**src/rtl/hazard_pkg.sv**
```systemverilog
// Shared definitions for the pipeline hazard controller: FSM state encoding,
// the canonical NOP bubble (addi x0,x0,0) and the default memory-wait timeout.
package hazard_pkg;

  typedef enum logic [1:0] {
    ST_RUN        = 2'd0,
    ST_MEM_WAIT   = 2'd1,
    ST_TRAP_FLUSH = 2'd2,
    ST_TRAP_WAIT  = 2'd3
  } hazard_state_e;

  localparam logic [31:0] NOP_INSTRUCTION        = 32'h0000_0013;
  localparam int          TIMEOUT_CYCLES_DEFAULT = 255;

endpackage

```
**src/rtl/load_use_detector.sv**
```systemverilog
// Combinational load-use comparator: flags when the ID instruction reads the
// register that a load currently in EX will write. x0 never creates a hazard.
module load_use_detector (
  input  logic [4:0] i_id_rs1,
  input  logic [4:0] i_id_rs2,
  input  logic       i_id_uses_rs1,
  input  logic       i_id_uses_rs2,
  input  logic [4:0] i_ex_rd,
  input  logic       i_ex_memory_read,
  output logic       o_hazard
);

  logic w_rs1_match;
  logic w_rs2_match;

  assign w_rs1_match = i_id_uses_rs1 && (i_id_rs1 == i_ex_rd);
  assign w_rs2_match = i_id_uses_rs2 && (i_id_rs2 == i_ex_rd);
  assign o_hazard    = i_ex_memory_read && (i_ex_rd != 5'd0) && (w_rs1_match || w_rs2_match);

endmodule

```
**src/rtl/pipeline_hazard_controller.sv**
```systemverilog
// Central stall/flush sequencer for the 5-stage RV32I pipeline.
// Outputs are Mealy (state + inputs) and forced to 0 while reset is low.
// Optional feature macro: MEM_TIMEOUT_EN -- bounds MEM_WAIT with an 8-bit
// counter and raises bus_error / enters trap when TIMEOUT_CYCLES expires.
module pipeline_hazard_controller
  import hazard_pkg::*;
#(
  parameter int TIMEOUT_CYCLES = TIMEOUT_CYCLES_DEFAULT
) (
  input  logic       clk,
  input  logic       reset,
  input  logic [4:0] ID_rs1,
  input  logic [4:0] ID_rs2,
  input  logic       ID_uses_rs1,
  input  logic       ID_uses_rs2,
  input  logic [4:0] EX_rd,
  input  logic       EX_memory_read,
  input  logic       EX_branch_mispredict,
  input  logic       dmem_request,
  input  logic       dmem_ready,
  input  logic       trap_request,
  input  logic       trap_done,
  output logic       pc_stall,
  output logic       IF_ID_stall,
  output logic       ID_EX_stall,
  output logic       EX_MEM_stall,
  output logic       IF_ID_flush,
  output logic       ID_EX_flush,
  output logic       EX_MEM_flush,
  output logic       MEM_WB_flush,
  output logic       bus_error,
  output logic [1:0] state
);

  localparam logic [1:0] S_RUN        = ST_RUN;
  localparam logic [1:0] S_MEM_WAIT   = ST_MEM_WAIT;
  localparam logic [1:0] S_TRAP_FLUSH = ST_TRAP_FLUSH;
  localparam logic [1:0] S_TRAP_WAIT  = ST_TRAP_WAIT;

  logic [1:0] r_state;
  logic       r_pending;
  logic [1:0] w_next_state;
  logic       w_pending_next;
  logic       w_load_use;
  logic       w_run_ctl;
  logic       w_pc_stall, w_if_id_stall, w_id_ex_stall, w_ex_mem_stall;
  logic       w_if_id_flush, w_id_ex_flush, w_ex_mem_flush, w_mem_wb_flush;

`ifdef MEM_TIMEOUT_EN
  localparam logic [7:0] TIMEOUT_LAST = 8'(TIMEOUT_CYCLES - 1);
  logic [7:0] r_wait_cnt;
  logic       w_cnt_clr;
  logic       w_cnt_inc;
  logic       w_bus_error;
`else
  logic [7:0] w_unused_timeout;
  assign w_unused_timeout = 8'(TIMEOUT_CYCLES);
`endif

  load_use_detector u_load_use (
    .i_id_rs1        (ID_rs1),
    .i_id_rs2        (ID_rs2),
    .i_id_uses_rs1   (ID_uses_rs1),
    .i_id_uses_rs2   (ID_uses_rs2),
    .i_ex_rd         (EX_rd),
    .i_ex_memory_read(EX_memory_read),
    .o_hazard        (w_load_use)
  );

  // Next-state and Mealy stall/flush decode
  always_comb begin
    w_next_state   = r_state;
    w_pending_next = r_pending;
    w_run_ctl      = 1'b0;
    w_pc_stall     = 1'b0;
    w_if_id_stall  = 1'b0;
    w_id_ex_stall  = 1'b0;
    w_ex_mem_stall = 1'b0;
    w_if_id_flush  = 1'b0;
    w_id_ex_flush  = 1'b0;
    w_ex_mem_flush = 1'b0;
    w_mem_wb_flush = 1'b0;
`ifdef MEM_TIMEOUT_EN
    w_cnt_clr   = 1'b0;
    w_cnt_inc   = 1'b0;
    w_bus_error = 1'b0;
`endif
    case (r_state)
      S_RUN: begin
        if (trap_request) begin
          w_next_state = S_TRAP_FLUSH;
        end else if (dmem_request && !dmem_ready) begin
          w_next_state = S_MEM_WAIT;
          {w_pc_stall, w_if_id_stall, w_id_ex_stall, w_ex_mem_stall, w_mem_wb_flush} = 5'b11111;
`ifdef MEM_TIMEOUT_EN
          w_cnt_clr = 1'b1;
`endif
        end else begin
          w_run_ctl = 1'b1;
        end
      end
      S_MEM_WAIT: begin
        if (dmem_ready) begin
          // A trap seen during the wait is taken only once the access lands
          if (r_pending || trap_request) begin
            w_next_state = S_TRAP_FLUSH;
          end else begin
            w_next_state = S_RUN;
            w_run_ctl    = 1'b1;
          end
        end else begin
          {w_pc_stall, w_if_id_stall, w_id_ex_stall, w_ex_mem_stall, w_mem_wb_flush} = 5'b11111;
          if (trap_request) w_pending_next = 1'b1;
`ifdef MEM_TIMEOUT_EN
          if (r_wait_cnt == TIMEOUT_LAST) begin
            w_bus_error  = 1'b1;
            w_next_state = S_TRAP_FLUSH;
          end else begin
            w_cnt_inc = 1'b1;
          end
`endif
        end
      end
      S_TRAP_FLUSH: begin
        w_next_state = S_TRAP_WAIT;
        {w_pc_stall, w_if_id_flush, w_id_ex_flush, w_ex_mem_flush, w_mem_wb_flush} = 5'b11111;
      end
      default: begin
        {w_pc_stall, w_if_id_flush, w_id_ex_flush} = 3'b111;
        if (trap_done) w_next_state = S_RUN;
      end
    endcase

    // Mispredict outranks load-use: the stalled ID instruction is discarded anyway
    if (w_run_ctl) begin
      if (EX_branch_mispredict) begin
        w_if_id_flush = 1'b1;
        w_id_ex_flush = 1'b1;
      end else if (w_load_use) begin
        w_pc_stall    = 1'b1;
        w_if_id_stall = 1'b1;
        w_id_ex_flush = 1'b1;
      end
    end

    if (w_next_state == S_TRAP_FLUSH) w_pending_next = 1'b0;
  end

  // FSM state and deferred-trap flag
  always_ff @(posedge clk or negedge reset) begin
    if (!reset) begin
      r_state   <= S_RUN;
      r_pending <= 1'b0;
    end else begin
      r_state   <= w_next_state;
      r_pending <= w_pending_next;
    end
  end

`ifdef MEM_TIMEOUT_EN
  // Memory-wait cycle counter
  always_ff @(posedge clk or negedge reset) begin
    if (!reset) begin
      r_wait_cnt <= 8'd0;
    end else if (w_cnt_clr) begin
      r_wait_cnt <= 8'd0;
    end else if (w_cnt_inc) begin
      r_wait_cnt <= r_wait_cnt + 8'd1;
    end
  end

  assign bus_error = reset & w_bus_error;
`else
  assign bus_error = 1'b0;
`endif

  assign pc_stall     = reset & w_pc_stall;
  assign IF_ID_stall  = reset & w_if_id_stall;
  assign ID_EX_stall  = reset & w_id_ex_stall;
  assign EX_MEM_stall = reset & w_ex_mem_stall;
  assign IF_ID_flush  = reset & w_if_id_flush;
  assign ID_EX_flush  = reset & w_id_ex_flush;
  assign EX_MEM_flush = reset & w_ex_mem_flush;
  assign MEM_WB_flush = reset & w_mem_wb_flush;
  assign state        = r_state;

endmodule

```
**config.mk**
```make
export PLATFORM = sky130hd
export DESIGN_NAME = pipeline_hazard_controller
export DESIGN_NICKNAME = d
export VERILOG_FILES = /design/src/rtl/hazard_pkg.sv /design/src/rtl/load_use_detector.sv /design/src/rtl/pipeline_hazard_controller.sv
export SDC_FILE = /design/constraint.sdc
export NUM_CORES = 1
export LEC_CHECK = 0
export CAP_MARGIN = 20
export CELL_PAD_IN_SITES_DETAIL_PLACEMENT = 0
export CELL_PAD_IN_SITES_GLOBAL_PLACEMENT = 1
export CORE_MARGIN = 8
export CORE_UTILIZATION = 21
export CTS_CLUSTER_DIAMETER = 50
export DETAILED_ROUTE_END_ITERATION = 12
export HOLD_SLACK_MARGIN = 0.12
export PLACE_DENSITY = 0.86
export REMOVE_ABC_BUFFERS = 1
export SYNTH_ARGS = -nofsm -noshare
export SYNTH_HDL_FRONTEND = slang
export SYNTH_SLANG_ARGS = --single-unit
export TNS_END_PERCENT = 20
```
**constraint.sdc**
```tcl
create_clock -name clk -period 4.2 [get_ports clk]
set_input_delay 1.26 -clock clk [delete_from_list [all_inputs] [get_ports clk]]
set_output_delay 1.26 -clock clk [all_outputs]
set_load 0.02 [all_outputs]
```
; ---- Yosys cells after proc, flatten, opt, wreduce, memory -nomap -nowiden
; Index checks and enable logic that the tools add are counted.
[word_totals]
output_inout_bits = 11
inputBits = 25
ff_bits = 3
[classes]
eq_ne = 6
n_mux = 34
reduce_logical = 14
n_bitwise = 7
[ops]
columns = operator, count
row1 = $mux W1, 24
row2 = $eq A5 B5 Y1, 2
row3 = $mux W2, 5
row4 = $and A1 B1 Y1, 7
row5 = $pmux W1 S2, 3
row6 = $pmux W2 S3, 1
row7 = $logic_and A1 B1 Y1, 5
row8 = $reduce_bool A5 Y1, 1
row9 = $eq A2 B2 Y1 const B, 2
row10 = $reduce_bool A2 Y1, 2
row11 = $pmux W1 S3, 1
row12 = $reduce_and A3 Y1, 1
row13 = $eq A2 B1 Y1 const B, 1
row14 = $logic_not A2 Y1, 1
row15 = $logic_or A1 B1 Y1, 2
row16 = $ne A2 B1 Y1 const B, 1
row17 = $reduce_or A2 Y1, 1
row18 = $logic_not A1 Y1, 1

; ---- Logic depth before layout (Yosys ltp)
; Gate-level depths: netlist of run 1.
[logic_depth]
ltp_word = 9
mapped_depth = 5

; ---- By module
; A second synthesis of run 1 with hierarchy kept.
[unflattened]
cells_unflattened = 55
hier_area_um2 = 435.4
[by_module_without_submodules]
columns = mod, area_each_um2, cells_per_inst, instances
row1 = pipeline_hazard_controller, 301.5, 38, 1
row2 = load_use_detector, 133.9, 17, 1

; ---- Worst setup path before layout of run 1
; Ideal clock, no wire load.
[synth_timing]
kind = input-to-output
startpoint = in EX_rd[3]
endpoint = out pc_stall
slack_ns = 0.510
path_buffers = 0
path_stages = 4
arrival_ns = 2.430
required_time_ns = 2.940
path_cell_list = xor2_1 -> nor4_2 -> a32oi_1 -> o31ai_1
[synth_via]
elab_chain_cells = 8
elab_cells_between_ends = 12
cone_classes = 2 x eq/ne / 3 x mux / 1 x bitwise / 6 x reduce/logical
[synth_rtl]
columns = item, line_no
row1 = from (decl), pipeline_hazard_controller.sv:16  ; input logic [4:0] EX_rd,
row2 = $eq A5 B5 Y1 (on tied branches), "load_use_detector.sv:16, load_use_detector.sv:17"
row3 = $logic_and A1 B1 Y1 (on tied branches), "load_use_detector.sv:16, load_use_detector.sv:17"
row4 = $logic_or A1 B1 Y1, load_use_detector.sv:18  ; assign o_hazard = i_ex_memory_read && (i_ex_rd != 5'd0) && (w_rs1_match || w_rs2_match);
row5 = $logic_and A1 B1 Y1 (*), load_use_detector.sv:18
row6 = $mux W1 (*), pipeline_hazard_controller.sv:139  ; end else if (w_load_use) begin
row7 = $mux W1 (*), pipeline_hazard_controller.sv:136  ; if (EX_branch_mispredict) begin
row8 = $mux W1 (*), pipeline_hazard_controller.sv:135  ; if (w_run_ctl) begin
row9 = $and A1 B1 Y1 (*), pipeline_hazard_controller.sv:177  ; assign pc_stall = reset & w_pc_stall;
row10 = to (decl), pipeline_hazard_controller.sv:23  ; output logic pc_stall,
; Every way passes the cells marked *; elsewhere a longest branch is shown, timed or not.

; ---- Worst setup path in the final report of run 1
; Same ends and word-level chain as after synthesis.

==> results.cfg, run 1 <==
[sta]
period_needed_ns = 4.22
period_share_pct = 100
max_freq_mhz = 237
grt_setup_unrepaired = yes
setup_viol = 1
clock_skew_ns = 0.00166
maxSlewViolCount = 0
hold_viol = 0
holdWs_ns = 0.551
final.setup.tns_ns = -0.0177
fin_ws_ns = -0.0177

[worst_setup_path]
critPathMaxFanout = 3
cp_num_buf_inv = 4
worstPathArrival_ns = 2.96
crit_slowest_cell = or4_1
critical-path-max-stage-delay_ns = 0.49
cp-end-kind = output pin
path_class = input port to output pin
cp_common_cell = buf_4
required_ns = 2.94
critPathLaunchType = input port
critPathTopFamily = buffers and inverters
path_cells = clkdlybuf4s50_1 -> buf_4 -> or4_1 -> o211ai_2 -> buf_4 -> o31ai_1 -> buf_2

[yosys]
synth_mux_area_share_pct = 0
synth_cell_types = 30
yosysTopAreaCell = dfrtp_1
ys_seq_area_share_pct = 17.6
yosys.cell_count.top_type = xor2_1
ys.warnings.count = 0
synthTopCellsByCount = xor2_1 (8), a21oi_1 (7), inv_1 (4)
synthTopCellsByArea = dfrtp_1 (18%), xor2_1 (16%), a21oi_1 (8.2%), xnor2_1 (4.1%), o32ai_2 (3.8%)
syn_inst = 56
synthSimpleGateAreaFrac_pct = 20.0
synth_top_family_by_area = compound AO/OA/AOI/OAI gates
synthAdderAreaFrac_pct = 0
synth-edff-count = 0
syn_area_per_cell_um2 = 7.60
yosysTopAreaCellShare_pct = 17.6
netlist_area_um2 = 425
synthArstFlopShare_pct = 100
ys.flop_type = dfrtp_1
synth_compound_area_share_pct = 31.8
yosys_register_bits = 3
synthXorXnorAreaFrac_pct = 20.6

[placed_design]
dp_hpwl_mm = 1.42
post-place-ws_ns = -0.386
portBuffers = 34
gp_congestion = 0.835

[pwr]
clkPwrFrac_pct = 15.6
p_switching_mw = 0.142
internal_power_mw = 0.180
p_leak_nw = 0.407
powerDensity_nw_per_um2 = 363
power.share.switching_pct = 44.1
seqPwrFrac_pct = 23.5
irDropWorstVdd_mv = 0.264
power_frac_comb_pct = 60.9

[floorplan]
die_w_um = 61.0
dieArea_um2 = 3720
die_y_um = 61.0
initial_core_util_pct = 21.9
core-area_um2 = 1940
row_count = 16
ioPinCount = 36

[run]
maxCapViolCount = 0

[clock_tree]
clock_latency_ns = 0.23
max-clock-path-buffers = 2
clock_sinks = 3
cts_tree = yes
clockRootBuffer = clkbuf_4
cts-hold-fix-buffers = 0
htreeDepth = 1
clk_pin_slew_worst_paths_ns = 0.03
cts_made_buffers = 3

[finish]
num_antenna_cells = 0
area_growth_pct = 108
nets = 126
drive_gt1_share_pct = 23.0

[grt]
grt_antenna_before_repair = 0
grt_pass1_wl_mm = 2.65
overflow = 0
grtUsageTotal_pct = 9.62
grt_pass1_vias = 558
grt_max_degree = 13

[drt]
wl_per_cell_um = 13.6
drt_iter0_drc = 11
dr.pass1.iters = 4
drc = 0
via_per_inst = 4.36
postRouteAntennaNets = 0
routed_wirelength_mm = 1.73
vias = 554

[outcome]
status = finished, violations left
violations = negative setup slack

[worst_hold_path]
hold_class = flip-flop to flip-flop
==> final cells by class <==
type	count	area [um^2]
fillers	208	1060
multi-input cells	45	332
flip-flops and latches	3	75.1
clock buffers	4	26.3
repair buffers	44	404
well taps	27	33.8
inverters	4	15.0
==> cells in the final DEF, fill, tap and decap left out, drive strengths merged, types with 2 or more instances in the layout <==
cell and n:
o21ai 2, dlymetal6s2s 2, a21oi 7, xnor2 2
nand2b 2, dfrtp 3, inv 4, buf 13
clkdlybuf4s50 27, nor4 2, nor2 3, nand2 3
clkbuf 5, xor2 8
==> cells by family after synthesis <==
logic type	after synthesis
xor+xnor	10
simple gates	15
compound gates	19
flops	3
other cells	1
buf+inv	8
==> stage by stage <==
stage	power (mW)	area [um^2]	instances	utilization, %
global placement	0.274	843	122	43.4
finish	0.321	886	127	45.6
detailed placement	0.276	843	122	43.4
floorplan	0.165	402	52	-
global route	0.350	886	127	45.6
CTS	0.321	863	126	44.5
==> worst min-delay path, cell delays in order, from the launching register on <==
cell,delay (ns)
dfrtp_1,0.35
a21oi_1,0.05
a21oi_1,0.11
==> timing repair <==
item,4_1_cts,5_1_grt
endpoints found under the setup margin,5,6
resized for setup,12,10
buffers inserted,0,1
pin swaps,0,1
==> layer usage <==
layer	part of all wire [%]	GRT usage, %	vias to the layer above
met2	44	14.8	24
met1	46	10.9	246
li1	-	-	284
met3	9.8	3.76	0
met5	0	0	-
met4	0	5.98	0
==> power groups by stage <==
stage / logic, mW / clock network (mW) / registers (mW)
3_5_place_dp: 0.202 / 0 / 0.0742
5_1_grt: 0.214 / 0.0560 / 0.0805
6_report: 0.196 / 0.0500 / 0.0756
2_1_floorplan: 0.0869 / 0 / 0.0783
4_1_cts: 0.194 / 0.0533 / 0.0743
3_3_place_gp: 0.200 / 0 / 0.0745
==> final timing paths <==
kind | startpoint | to | slack (ns) | depth (start not counted)
max | EX_rd[3] | pc_stall | -0.02 | 7
min | r_pending | r_pending | 0.55 | 2
max reg2reg | state[0] | state[0] | 3.00 | 5
min reg2reg | r_pending | r_pending | 0.55 | 2
max in group asynchronous | reset | r_pending | 2.75 | 2
min in group asynchronous | reset | state[0] | 1.33 | 2
==> registers in the layout (all words and copies together) (netlist names) <==
| register | cells |
|---|---|
| state | 2 |
| r_pending | 1 |
No activity file was read; power rests on OpenSTA's default activity.
==> inputs of run 2 (changes only) <==
- CORE_UTILIZATION: 21 -> 20
- PLACE_DENSITY: 0.86 -> 0.83
- clock period: 4.2 -> 4.4 ns (I/O delays scaled with it)
==> run 2 against run 1 <==
Net effect: the flow now finishes without violations; cell area is 2.3% lower; clock power is 5.6% lower; combinational power is 5% lower; worst setup slack better by 0.052 ns; flip-flop and latch count stayed put; clock skew hardly changed; routed wire length is 3.3% lower; critical path type unchanged; critical endpoint unchanged; largest power group unchanged.
==> results.cfg, run 2 (same netlist as run 1, synthesis figures left out) <==
[worst_setup_path]
worst_r2r_path_depth = 5
critPathLaunchType = input port
cp-end-kind = output pin
crit_slowest_cell = or4_1
critPathTopFamily = buffers and inverters
critical-path-max-stage-delay_ns = 0.50
path_cells = clkdlybuf4s50_1 -> buf_4 -> or4_1 -> o211ai_2 -> o31ai_1 -> dlygate4sd1_1
r2r_end = state[0]
r2r_slack_ns = 3.20
required_ns = 3.08
rr_startpoint = state[0]
cp_num_buf_inv = 3
critPathMaxFanout = 3
path_class = input port to output pin
worstPathArrival_ns = 3.05

[drt]
top_layer = met3
dr.pass1.iters = 4
routed_wirelength_mm = 1.67
wl_met1_um = 851
vias = 543
drt_iter0_drc = 16
wl_per_cell_um = 13.2
postRouteAntennaNets = 0
via_per_inst = 4.31
drc = 0
routed-wl-met3_um = 90
wl_met2_um = 727

[clock_tree]
clock_latency_ns = 0.23
clock_sinks = 3
cts_tree = yes
max-clock-path-buffers = 2
cts_made_buffers = 3
clk_pin_slew_worst_paths_ns = 0.04
clockRootBuffer = clkbuf_4
htreeDepth = 1
post_cts_buffers = 0

[finish]
final_cell_mix = clkdlybuf4s50_1 (29), buf_4 (9), xor2_1 (8), a21oi_1 (7), inv_1 (4)
largest_reg_flops = 2
final_area_um2 = 866
instances_no_fill = 126
num_antenna_cells = 0
nets = 125
final_common_cell = clkdlybuf4s50_1
nFillCells = 211
fin_util_pct = 43.7
area_growth_pct = 104
drive_gt1_share_pct = 18.2

[grt]
grt_max_degree = 13
overflow = 0
grt_pass1_vias = 605
grt_pass1_wl_mm = 2.76
grtUsageTotal_pct = 8.52
grt_antenna_before_repair = 0

[sta]
period_share_pct = 99.2
setup_viol = 0
period_needed_ns = 4.37
final.setup.tns_ns = 0
holdWs_ns = 0.560
hold_viol = 0
max_freq_mhz = 229
maxSlewViolCount = 0
grt_setup_unrepaired = yes
clock_skew_ns = 0.00203

[outcome]
status = complete, no violations

[floorplan]
die_y_um = 62.1
die_w_um = 62.1
dieArea_um2 = 3860
row_count = 16
core-area_um2 = 1980
initial_core_util_pct = 21.5
ioPinCount = 36

[placed_design]
dpl_cell_area_um2 = 843
place_inst = 122
dp_hpwl_mm = 1.38
gp_congestion = 0.781
portBuffers = 34

[worst_hold_path]
min_from = r_pending
worstHoldEndpoint = r_pending
whs_path_depth = 2
hold_class = flip-flop to flip-flop

[pwr]
p_leak_nw = 0.376
powerDensity_nw_per_um2 = 353
irDropWorstVdd_mv = 0.263

[run]
maxCapViolCount = 0
## run 2: tightest hold or removal path, delay by kind of cell (launching register included)
family,cells,cell delay (ns)
AOI/OAI and AO/OA,2,0.15
DFF,1,0.36
## run 2: final cells by class
class / count / area [um^2] / area share [%]
flip-flops and latches: 3 / 75.1 / 8.67
inverters: 4 / 15.0 / 1.73
clock buffers: 4 / 26.3 / 3.03
well taps: 27 / 33.8 / 3.90
repair buffers: 43 / 398 / 46.0
multi-input cells: 45 / 318 / 36.7
## run 2: worst max path at each step
stage               startpoint     endpoint  slack, ns  depth (start not counted)
floorplan             EX_rd[3]     pc_stall       0.59                          4
global placement      EX_rd[2]  IF_ID_stall      -0.27                          6
detailed placement    EX_rd[2]  IF_ID_stall      -0.29                          6
CTS                   EX_rd[3]  IF_ID_stall      -0.02                          6
global route          EX_rd[2]     pc_stall      -0.07                          6
finish                EX_rd[3]     pc_stall       0.03                          6
## run 2: stage by stage
step	setup slack, ns	power, mW
2_1_floorplan	0.590	0.158
3_3_place_gp	-0.272	0.262
3_5_place_dp	-0.290	0.265
4_1_cts	-0.0247	0.310
5_1_grt	-0.0698	0.333
6_report	0.0338	0.306
## run 2: where the power goes
part	leakage [nW]	switching (mW)	internal [mW]
Clock	0.0150	0.0133	0.0339
Sequential	0.0338	0.0304	0.0415
Combinational	0.327	0.0901	0.0965
Total	0.376	0.134	0.172
## run 2: timing repair
action                                  in CTS  in global routing
hold buffers                                 0                  0
endpoints found under the setup margin       4                  5
gates resized for setup                      6                  7
## run 2: per-layer routing
metal / up-vias / GRT usage, %
li1: 284 / -
met1: 235 / 10.7
met2: 24 / 13.3
met3: 0 / 2.15
met4: 0 / 3.50
met5: - / 0
